==> src/rtl/if_prefetch_unit_pkg.sv <==
// Shared types and constants for the MIPS instruction-fetch front end.
// A prefetch entry pairs an instruction with the PC it was fetched from.
package mips_fetch_pkg;

  localparam int unsigned XLEN = 32;
  localparam logic [XLEN-1:0] PC_INC = 32'd4;

  typedef struct packed {
    logic [XLEN-1:0] inst;
    logic [XLEN-1:0] pc;
  } fetch_entry_t;

endpackage

==> src/rtl/if_prefetch_unit_if.sv <==
// Bundles the instruction-memory request/response bus and the IF/ID output handshake.
// master = fetch unit; slave = memory plus IF/ID register side.
interface if_prefetch_unit_if;
  import mips_fetch_pkg::*;

  logic            imem_req;
  logic [XLEN-1:0] imem_addr;
  logic            imem_gnt;
  logic            imem_rvalid;
  logic [XLEN-1:0] imem_rdata;

  logic            out_valid;
  logic            out_ready;
  logic [XLEN-1:0] out_inst;
  logic [XLEN-1:0] out_pc_plus4;

  modport master (
    output imem_req,
    output imem_addr,
    input  imem_gnt,
    input  imem_rvalid,
    input  imem_rdata,
    output out_valid,
    input  out_ready,
    output out_inst,
    output out_pc_plus4
  );

  modport slave (
    input  imem_req,
    input  imem_addr,
    output imem_gnt,
    output imem_rvalid,
    output imem_rdata,
    input  out_valid,
    output out_ready,
    input  out_inst,
    input  out_pc_plus4
  );

endinterface

==> src/rtl/if_prefetch_unit_fifo.sv <==
// Synchronous circular FIFO with occupancy count; clear has priority over push/pop.
// Head data is read combinationally, so a push becomes visible the cycle after it.
module sync_fifo #(
  parameter int unsigned WIDTH = 64,
  parameter int unsigned DEPTH = 4
) (
  input  logic                     clk,
  input  logic                     rst,
  input  logic                     push,
  input  logic                     pop,
  input  logic                     clear,
  input  logic [WIDTH-1:0]         din,
  output logic [WIDTH-1:0]         dout,
  output logic                     empty,
  output logic                     full,
  output logic [$clog2(DEPTH):0]   count
);

  localparam int unsigned AW = $clog2(DEPTH);
  localparam logic [AW:0] FULL_CNT = (AW+1)'(DEPTH);

  logic [WIDTH-1:0] mem [DEPTH];
  logic [AW-1:0]    wr_ptr;
  logic [AW-1:0]    rd_ptr;
  logic             do_push;
  logic             do_pop;

  assign empty   = (count == '0);
  assign full    = (count == FULL_CNT);
  assign do_pop  = pop && !empty;
  assign do_push = push && (!full || do_pop);
  assign dout    = mem[rd_ptr];

  always_ff @(posedge clk) begin
    if (rst || clear) begin
      wr_ptr <= '0;
      rd_ptr <= '0;
      count  <= '0;
    end else begin
      if (do_push) wr_ptr <= wr_ptr + 1'b1;
      if (do_pop)  rd_ptr <= rd_ptr + 1'b1;
      case ({do_push, do_pop})
        2'b10:   count <= count + 1'b1;
        2'b01:   count <= count - 1'b1;
        default: count <= count;
      endcase
    end
  end

  always_ff @(posedge clk) begin
    if (do_push && !clear && !rst) mem[wr_ptr] <= din;
  end

endmodule

==> src/rtl/if_prefetch_unit.sv <==
// Instruction-fetch front end: issues word fetches under a credit limit, buffers
// in-order responses, and drops responses still in flight when a redirect lands.
module if_prefetch_unit
  import mips_fetch_pkg::*;
#(
  parameter int unsigned      DEPTH    = 4,
  parameter logic [XLEN-1:0]  RESET_PC = '0
) (
  input  logic                clk,
  input  logic                rst,
  input  logic                redirect,
  input  logic [XLEN-1:0]     redirect_pc,
  if_prefetch_unit_if.master  bus
);

  localparam int unsigned CW = $clog2(DEPTH) + 1;

  logic [XLEN-1:0] fetch_pc;
  logic [XLEN-1:0] resp_pc;
  logic [CW-1:0]   inflight;
  logic [CW-1:0]   drop_cnt;
  logic [CW-1:0]   fifo_count;
  logic [CW:0]     credit_used;
  logic            fire;
  logic            drop;
  logic            push;
  logic            pop;
  logic            fifo_empty;
  logic            fifo_full;
  fetch_entry_t    push_entry;
  fetch_entry_t    head;
  logic [$bits(fetch_entry_t)-1:0] fifo_dout;

  // Buffered plus outstanding words may never exceed the FIFO size, so every
  // response has a slot waiting for it.
  assign credit_used  = {1'b0, fifo_count} + {1'b0, inflight};
  assign bus.imem_req = !rst && !redirect && (credit_used < (CW+1)'(DEPTH));
  assign bus.imem_addr = fetch_pc;

  assign fire = bus.imem_req && bus.imem_gnt;
  assign drop = (drop_cnt != '0);
  assign push = bus.imem_rvalid && !drop && !redirect;
  assign pop  = bus.out_valid && bus.out_ready && !redirect;

  assign push_entry = '{inst: bus.imem_rdata, pc: resp_pc};
  assign head       = fetch_entry_t'(fifo_dout);

  assign bus.out_valid    = !fifo_empty;
  assign bus.out_inst     = head.inst;
  assign bus.out_pc_plus4 = head.pc + PC_INC;

  sync_fifo #(
    .WIDTH ($bits(fetch_entry_t)),
    .DEPTH (DEPTH)
  ) u_fifo (
    .clk   (clk),
    .rst   (rst),
    .push  (push),
    .pop   (pop),
    .clear (redirect),
    .din   (push_entry),
    .dout  (fifo_dout),
    .empty (fifo_empty),
    .full  (fifo_full),
    .count (fifo_count)
  );

  always_ff @(posedge clk) begin
    if (rst) begin
      fetch_pc <= RESET_PC;
      resp_pc  <= RESET_PC;
      inflight <= '0;
      drop_cnt <= '0;
    end else if (redirect) begin
      // A response arriving in the redirect cycle is already accounted for;
      // only those still to come must be discarded.
      fetch_pc <= redirect_pc;
      resp_pc  <= redirect_pc;
      inflight <= inflight - CW'(bus.imem_rvalid);
      drop_cnt <= inflight - CW'(bus.imem_rvalid);
    end else begin
      if (fire) fetch_pc <= fetch_pc + PC_INC;
      if (push) resp_pc  <= resp_pc + PC_INC;
      inflight <= inflight + CW'(fire) - CW'(bus.imem_rvalid);
      if (bus.imem_rvalid && drop) drop_cnt <= drop_cnt - 1'b1;
    end
  end

  always_ff @(posedge clk) begin
    if (!rst) begin
      assert (drop_cnt <= inflight && inflight <= CW'(DEPTH));
      assert (!(push && fifo_full && !pop));
    end
  end

endmodule

==> src/flat_wrapper.sv <==
// flat-port wrapper written by rule: the top's interface ports become plain ports
module if_prefetch_unit_flat import mips_fetch_pkg::*;
#(
  parameter int unsigned      DEPTH    = 4,
  parameter logic [XLEN-1:0]  RESET_PC = '0
)
  (clk, rst, redirect, redirect_pc, bus_imem_req, bus_imem_addr, bus_imem_gnt, bus_imem_rvalid, bus_imem_rdata, bus_out_valid, bus_out_ready, bus_out_inst, bus_out_pc_plus4);
  if_prefetch_unit_if bus_i ();
  input  logic clk;
  input  logic rst;
  input  logic redirect;
  input  logic [XLEN-1:0] redirect_pc;
  output wire logic [$bits(bus_i.imem_req)-1:0] bus_imem_req;
  output wire logic [$bits(bus_i.imem_addr)-1:0] bus_imem_addr;
  input wire logic [$bits(bus_i.imem_gnt)-1:0] bus_imem_gnt;
  input wire logic [$bits(bus_i.imem_rvalid)-1:0] bus_imem_rvalid;
  input wire logic [$bits(bus_i.imem_rdata)-1:0] bus_imem_rdata;
  output wire logic [$bits(bus_i.out_valid)-1:0] bus_out_valid;
  input wire logic [$bits(bus_i.out_ready)-1:0] bus_out_ready;
  output wire logic [$bits(bus_i.out_inst)-1:0] bus_out_inst;
  output wire logic [$bits(bus_i.out_pc_plus4)-1:0] bus_out_pc_plus4;
  assign bus_imem_req = bus_i.imem_req;
  assign bus_imem_addr = bus_i.imem_addr;
  assign bus_i.imem_gnt = bus_imem_gnt;
  assign bus_i.imem_rvalid = bus_imem_rvalid;
  assign bus_i.imem_rdata = bus_imem_rdata;
  assign bus_out_valid = bus_i.out_valid;
  assign bus_i.out_ready = bus_out_ready;
  assign bus_out_inst = bus_i.out_inst;
  assign bus_out_pc_plus4 = bus_i.out_pc_plus4;
  if_prefetch_unit #(.DEPTH(DEPTH), .RESET_PC(RESET_PC)) u_core (.clk(clk), .rst(rst), .redirect(redirect), .redirect_pc(redirect_pc), .bus(bus_i));
endmodule
==> config.mk <==
export PLATFORM = sky130hd
export DESIGN_NAME = if_prefetch_unit_flat
export DESIGN_NICKNAME = d
export VERILOG_FILES = /design/src/rtl/if_prefetch_unit_pkg.sv /design/src/rtl/if_prefetch_unit_if.sv /design/src/rtl/if_prefetch_unit_fifo.sv /design/src/rtl/if_prefetch_unit.sv /design/src/flat_wrapper.sv
export SDC_FILE = /design/constraint.sdc
export NUM_CORES = 1
export LEC_CHECK = 0
export CAP_MARGIN = 10
export CORE_MARGIN = 2
export CORE_UTILIZATION = 48
export CTS_CLUSTER_SIZE = 28
export DETAILED_ROUTE_END_ITERATION = 12
export PLACE_DENSITY = 0.82
export SLEW_MARGIN = 40
export SYNTH_ARGS = -nofsm -noshare
export SYNTH_HDL_FRONTEND = slang
export SYNTH_SLANG_ARGS = --single-unit
==> constraint.sdc <==
create_clock -name clk -period 3.65 [get_ports clk]
set_input_delay 0.365 -clock clk [delete_from_list [all_inputs] [get_ports clk]]
set_output_delay 0.365 -clock clk [all_outputs]
set_load 0.05 [all_outputs]
=== After elaboration in Yosys (flattened, before gate mapping) ===
Memory sizes are Yosys's and may differ from the RTL's. A register that Yosys moved wholly into a read port is not among the register bits.
Index checks and enable logic that the tools add are counted.

* Register bits after elaboration: 77
* Latch bits: 0
* Bits in writable memories: 256
* Bits in read-only memories: 0
* Input port bits: 70
* Word-level logic and storage cells: 61
* Memories: 1

{| class="wikitable"
|+ Memories
! memory !! words !! bits a word !! read ports !! clocked after memory_dff !! wr ports !! line !! text
|-
| u_core.u_fifo.mem || 4 || 64 || 1 || 1 || 1 || if_prefetch_unit_fifo.sv:22 || <nowiki>logic [WIDTH-1:0] mem [DEPTH];</nowiki>
|}

* $add $sub $neg: 12
* Multipliers: 0
* Div/mod/pow operators: 0
* $lt $le $gt $ge: 1
* Equality and inequality tests: 3
* Shifts and indexed selects: 0
* Muxes and demuxes: 12
* Bitwise operators: 0
* Reductions and logical operators: 25

{| class="wikitable"
|+ Operator list
! cell !! count
|-
| 32-bit two-way mux || 4
|-
| 32-bit by 3-bit adder with 32-bit output, second input constant || 3
|-
| 1-bit logical AND || 12
|-
| 3-bit two-way mux || 3
|-
| 2-bit nonzero test || 4
|-
| 3-bit one-hot mux with 2 select lines || 1
|-
| 3-bit by 1-bit subtractor with 3-bit output || 2
|-
| 3-bit by 1-bit subtractor with 3-bit output, second input constant || 2
|-
| 1-bit zero test || 5
|-
| 2-bit by 1-bit adder with 2-bit output, second input constant || 2
|-
| 3-bit by 3-bit adder with 4-bit output || 1
|-
| 4-bit by 3-bit less-than comparator with 1-bit output, second input constant || 1
|-
| 2-bit two-way mux || 2
|-
| 3-bit by 1-bit adder with 3-bit output || 1
|-
| 3-bit by 1-bit adder with 3-bit output, second input constant || 1
|-
| 3-bit == test, second input constant || 1
|-
| 3-bit zero test || 1
|-
| 3-bit nonzero test || 1
|-
| 2-bit by 1-bit == test with 1-bit output, second input constant || 1
|-
| 2-bit == test, second input constant || 1
|-
| 1-bit logical OR || 2
|-
| 1-bit two-way mux || 2
|}

=== Logic depth before layout (Yosys ltp) ===
* Depth after elaboration: 11
* Mapped depth: 11
* Gate-level depth less buffers: 10

=== Hierarchy ===
From an unflattened synthesis, not the netlist that was laid out.

* Cell total of the unflattened synthesis: 939
* Area total of the unflattened synthesis: 14177.3 um^2

{| class="wikitable"
|+ By module, submodules not included
! module !! instances !! cells each !! area an instance (um^2)
|-
| sync_fifo || 1 || 401 || 9810.7
|-
| if_prefetch_unit || 1 || 538 || 4366.7
|}

=== Worst setup path before layout ===
Ideal clock, no wire load.

* Path type: reg-to-reg
* From: reg u_core.drop_cnt[0]
* To: mem u_core.u_fifo.mem[1][0], enable pin
* Setup time: 0.429 ns
* Data arrival time: 2.669 ns
* Setup slack: 0.553 ns
* Stages on the path, launching flop included: 7
* Clock period less this slack: 3.097 ns
* Cell sequence: dfxtp_1 inv_1 ha_1 and3b_1 nand2b_1 nor3_1 and2_1

* Cells in the longest elaborated chain, start to end: 9

{| class="wikitable"
|+ Ends and longest elaborated chain
! item !! line !! text
|-
| start, declared || if_prefetch_unit.sv:21 || <nowiki>logic [CW-1:0] drop_cnt;</nowiki>
|-
| start signal, assigned || if_prefetch_unit.sv:80 || <nowiki>drop_cnt <= inflight - CW'(bus.imem_rvalid);</nowiki>
|-
| start signal, assigned || if_prefetch_unit.sv:85 || <nowiki>if (bus.imem_rvalid && drop) drop_cnt <= drop_cnt - 1'b1;</nowiki>
|-
| 3-bit nonzero test || if_prefetch_unit.sv:41 || <nowiki>assign drop = (drop_cnt != '0);</nowiki>
|-
| 1-bit zero test || if_prefetch_unit.sv:42 || <nowiki>assign push = bus.imem_rvalid && !drop && !redirect;</nowiki>
|-
| 1-bit logical AND (2 in series) || if_prefetch_unit.sv:42 ||
|-
| 1-bit logical AND || if_prefetch_unit_fifo.sv:31 || <nowiki>assign do_push = push && (!full || do_pop);</nowiki>
|-
| 1-bit logical AND (2 in series) || if_prefetch_unit_fifo.sv:51 || <nowiki>if (do_push && !clear && !rst) mem[wr_ptr] <= din;</nowiki>
|-
| 1-bit two-way mux || if_prefetch_unit_fifo.sv:51 ||
|-
| 1-bit two-way mux (implied by the code) || if_prefetch_unit_fifo.sv:51 ||
|-
| end, declared || if_prefetch_unit_fifo.sv:22 ||
|}

No other way between the ends.

==> results.sh <==
export IMPL_status="complete, no violations"
export IMPL_clock_sinks=335
export IMPL_io_buffers=167
export IMPL_setup_violations=0
export IMPL_antenna_found_initial=0
export IMPL_whs_ns=0.438
export IMPL_finalSetupTns_ns=0
export IMPL_post_dp_cell_area_um2=16500
export IMPL_fmax_mhz=290
export IMPL_cap_violations=0
export IMPL_hold_path_end="u_core.u_fifo.count[1]"
export IMPL_fin_skew_ns=0.0127
export IMPL_drtPass1Iterations=5
export IMPL_rsz0062_at_grt="no"
export IMPL_ys_async_sr_fraction_pct=0
export IMPL_vias=9113
export IMPL_synth_edff_count=256
export IMPL_grt_max_degree=69
export IMPL_synth_top_area_cell="edfxtp_1"
export IMPL_layout_common_cells="edfxtp_1, clkdlybuf4s50_1, nand2_1, dfxtp_1, mux4_2"
export IMPL_syn_area_um2=14200
export IMPL_p_per_area_nw_per_um2=474
export IMPL_synthCells=981
export IMPL_p_int_mw=6.47
export IMPL_yosys_register_bits=335
export IMPL_dpl_cell_count=1507
export IMPL_p_leak_nw=5.72
export IMPL_initial_core_util_pct=48.5
export IMPL_ys_top_cells_by_area="edfxtp_1, dfxtp_1, mux4_2"
export IMPL_r2r_cells=10
export IMPL_drc_errors=0
export IMPL_overflow=0
export IMPL_io_pins=168
export IMPL_switching_power_mw=1.89
export IMPL_r2r_slack_ns=0.56
export IMPL_grt_pass1_vias=8768
export IMPL_netlist_area_leader_share_pct=54.0
export IMPL_start_kind="register"
export IMPL_comb_power_share_pct=8.6
export IMPL_cts_tree="built"
export IMPL_routabilityCongestion=0.855
export IMPL_synthesis_nets=1068
export IMPL_rows=63
export IMPL_syn_area_per_cell_um2=14.5
export IMPL_worstHoldPathCells=3
export IMPL_design_area_um2=17600
export IMPL_seqPwrFrac_pct=51.4
export IMPL_dieArea_um2=31100
export IMPL_fillers=2136
export IMPL_arrival_ns=3.09
export IMPL_period_needed_ns=3.45
export IMPL_grt_first_pass_wirelength_mm=49.0
export IMPL_end_kind="output port"
export IMPL_die_w_um=176
export IMPL_worstPathRequired_ns=3.28
export IMPL_final_common_cell="edfxtp_1"
export IMPL_fin_nets=1241
export IMPL_swShare_pct=22.6
export IMPL_core_area_um2=29400
export IMPL_ys_flop_type="edfxtp_1"
export IMPL_cts_max_path_buffers=3
export IMPL_clkTransAtPathRegs_ns=0.06
export IMPL_drive_gt1_share_pct=14.4
export IMPL_seq_area_frac_synth_pct=65.1
export IMPL_synth_cell_types=65
export IMPL_r2r_start="u_core.inflight[1]"
export IMPL_drt_iter0_markers=852
export IMPL_syn_to_final_growth_pct=23.7
export IMPL_drv_slew=0
export IMPL_utilization_pct=59.9
export IMPL_fin_crit_sh_pct=94.6
export IMPL_htreeDepth=2
export IMPL_ant_nets=0
export IMPL_clk_latency_ns=0.50
export IMPL_yosysWarnings=0
export IMPL_viasPerCell=5.81
export IMPL_critPathKind="register to output port"
export IMPL_diodes=0
export IMPL_groute_usage_overall_pct=20.3
export IMPL_ir_drop_v=0.000309
export IMPL_dp_hpwl_mm=20.5
export IMPL_power_share_clock_pct=40.0
export IMPL_fin_cells=1569
export IMPL_wl_per_cell_um=20.2
export IMPL_die_h_um=176
export IMPL_cts_made_buffers=34
export IMPL_hold_buffers=0
export IMPL_worstHoldStart="rst"
export IMPL_hold_class="primary input to register"
export IMPL_cts_root_buf="clkbuf_16"
export IMPL_slew_headroom_pct=45.9
export IMPL_hold_viol_final=0
export IMPL_worst_pin_slew_ns=0.800
export IMPL_routed_wirelength_mm=31.7
export IMPL_r2r_end="u_core.inflight[2]"
export IMPL_critPathMaxFanout=12
## area by class of cell
cell class / instances / area (um^2) / share of cell area (%)
timing repair buffer: 182 / 1990 / 11.3
clock buffer: 43 / 948 / 5.38
multi-input combinational: 573 / 4670 / 26.5
tap: 390 / 488 / 2.77
clock inverter: 18 / 140 / 0.795
inverter: 28 / 105 / 0.596
sequential: 335 / 9280 / 52.6
## synthesized netlist by cell type, types with 20 or more instances
library cell,n
xor2_1,24
a31oi_1,25
nand3_1,28
nand2_1,77
mux4_2,64
clkbuf_1,24
nor2_1,53
edfxtp_1,256
a21oi_1,36
nor3_1,20
inv_1,26
nand4_1,26
xnor2_1,39
dfxtp_1,79
## critical path, stage by stage (launching register included)
cell and delay (ns):
dfxtp_4 0.51, buf_8 0.22, mux4_2 0.55, nand3_1 0.17
nor2_1 0.08, xor2_1 0.21, clkdlybuf4s50_1 0.84
## per-layer routing
| layer | vias up | routed length [um] | GRT usage, % |
|---|---|---|---|
| met5 | - | 0 | 0 |
| met3 | 45 | 2800 | 3.38 |
| met2 | 466 | 15000 | 32.8 |
| li1 | 4153 | - | - |
| met4 | 0 | 490 | 4.27 |
| met1 | 4449 | 13400 | 29.1 |
## through the flow
step                      total power, mW  worst slack, ns
after detailed placement             5.09            0.536
after global routing                 8.63           0.0135
after CTS                            8.42           0.0353
final                                8.36            0.196
after floorplan                      4.78            0.553
after global placement               5.06            0.582
## flip-flops by register name, indices dropped and copies added (netlist names), named ones only
| signal | flops |
|---|---|
| u_core.resp_pc | 32 |
| u_core.u_fifo.mem | 256 |
| u_core.u_fifo.rd_ptr | 2 |
| u_core.u_fifo.wr_ptr | 2 |
| u_core.u_fifo.count | 3 |
| u_core.bus.imem_addr | 32 |
| u_core.drop_cnt | 3 |
| u_core.inflight | 3 |
## power by group through the flow
| stage | Combinational (mW) | Clock, mW | Sequential, mW |
|---|---|---|---|
| after floorplan | 0.367 | 0 | 4.41 |
| after global placement | 0.699 | 0 | 4.36 |
| after detailed placement | 0.715 | 0 | 4.37 |
| after CTS | 0.720 | 3.40 | 4.29 |
| after global routing | 0.770 | 3.56 | 4.31 |
| final | 0.720 | 3.34 | 4.30 |
## worst max path at each step
stage	startpoint	endpoint	slack (ns)	depth (start not counted)
2_1_floorplan	u_core.drop_cnt[0]	u_core.u_fifo.mem[1][0]	0.55	6
3_3_place_gp	register	bus_out_inst[20]	0.58	4
3_5_place_dp	register	bus_out_inst[12]	0.54	4
4_1_cts	register	bus_out_pc_plus4[28]	0.04	8
5_1_grt	register	bus_out_pc_plus4[28]	0.01	8
6_report	register	bus_out_pc_plus4[7]	0.20	6
## timing repair
item | in CTS | in global routing
setup buffers | 0 | 1
gates resized for setup | 1 | 2
setup endpoints to repair | 16 | 12
## cells by family (layout without fill, tap and decap cells)
family | count (synthesis) | in the layout | synth area share, %
multiplexers | 73 | 73 | 10.8
buffers and inverters | 73 | 271 | 2.19
AND/OR/NAND/NOR | 294 | 294 | 10.9
adder cells (fa/ha/maj) | 17 | 17 | 1.60
flip-flops | 335 | 335 | 65.1
XOR/XNOR | 63 | 63 | 3.87
AO/OA/AOI/OAI | 126 | 126 | 5.61
(Power assumes the default switching activity.)
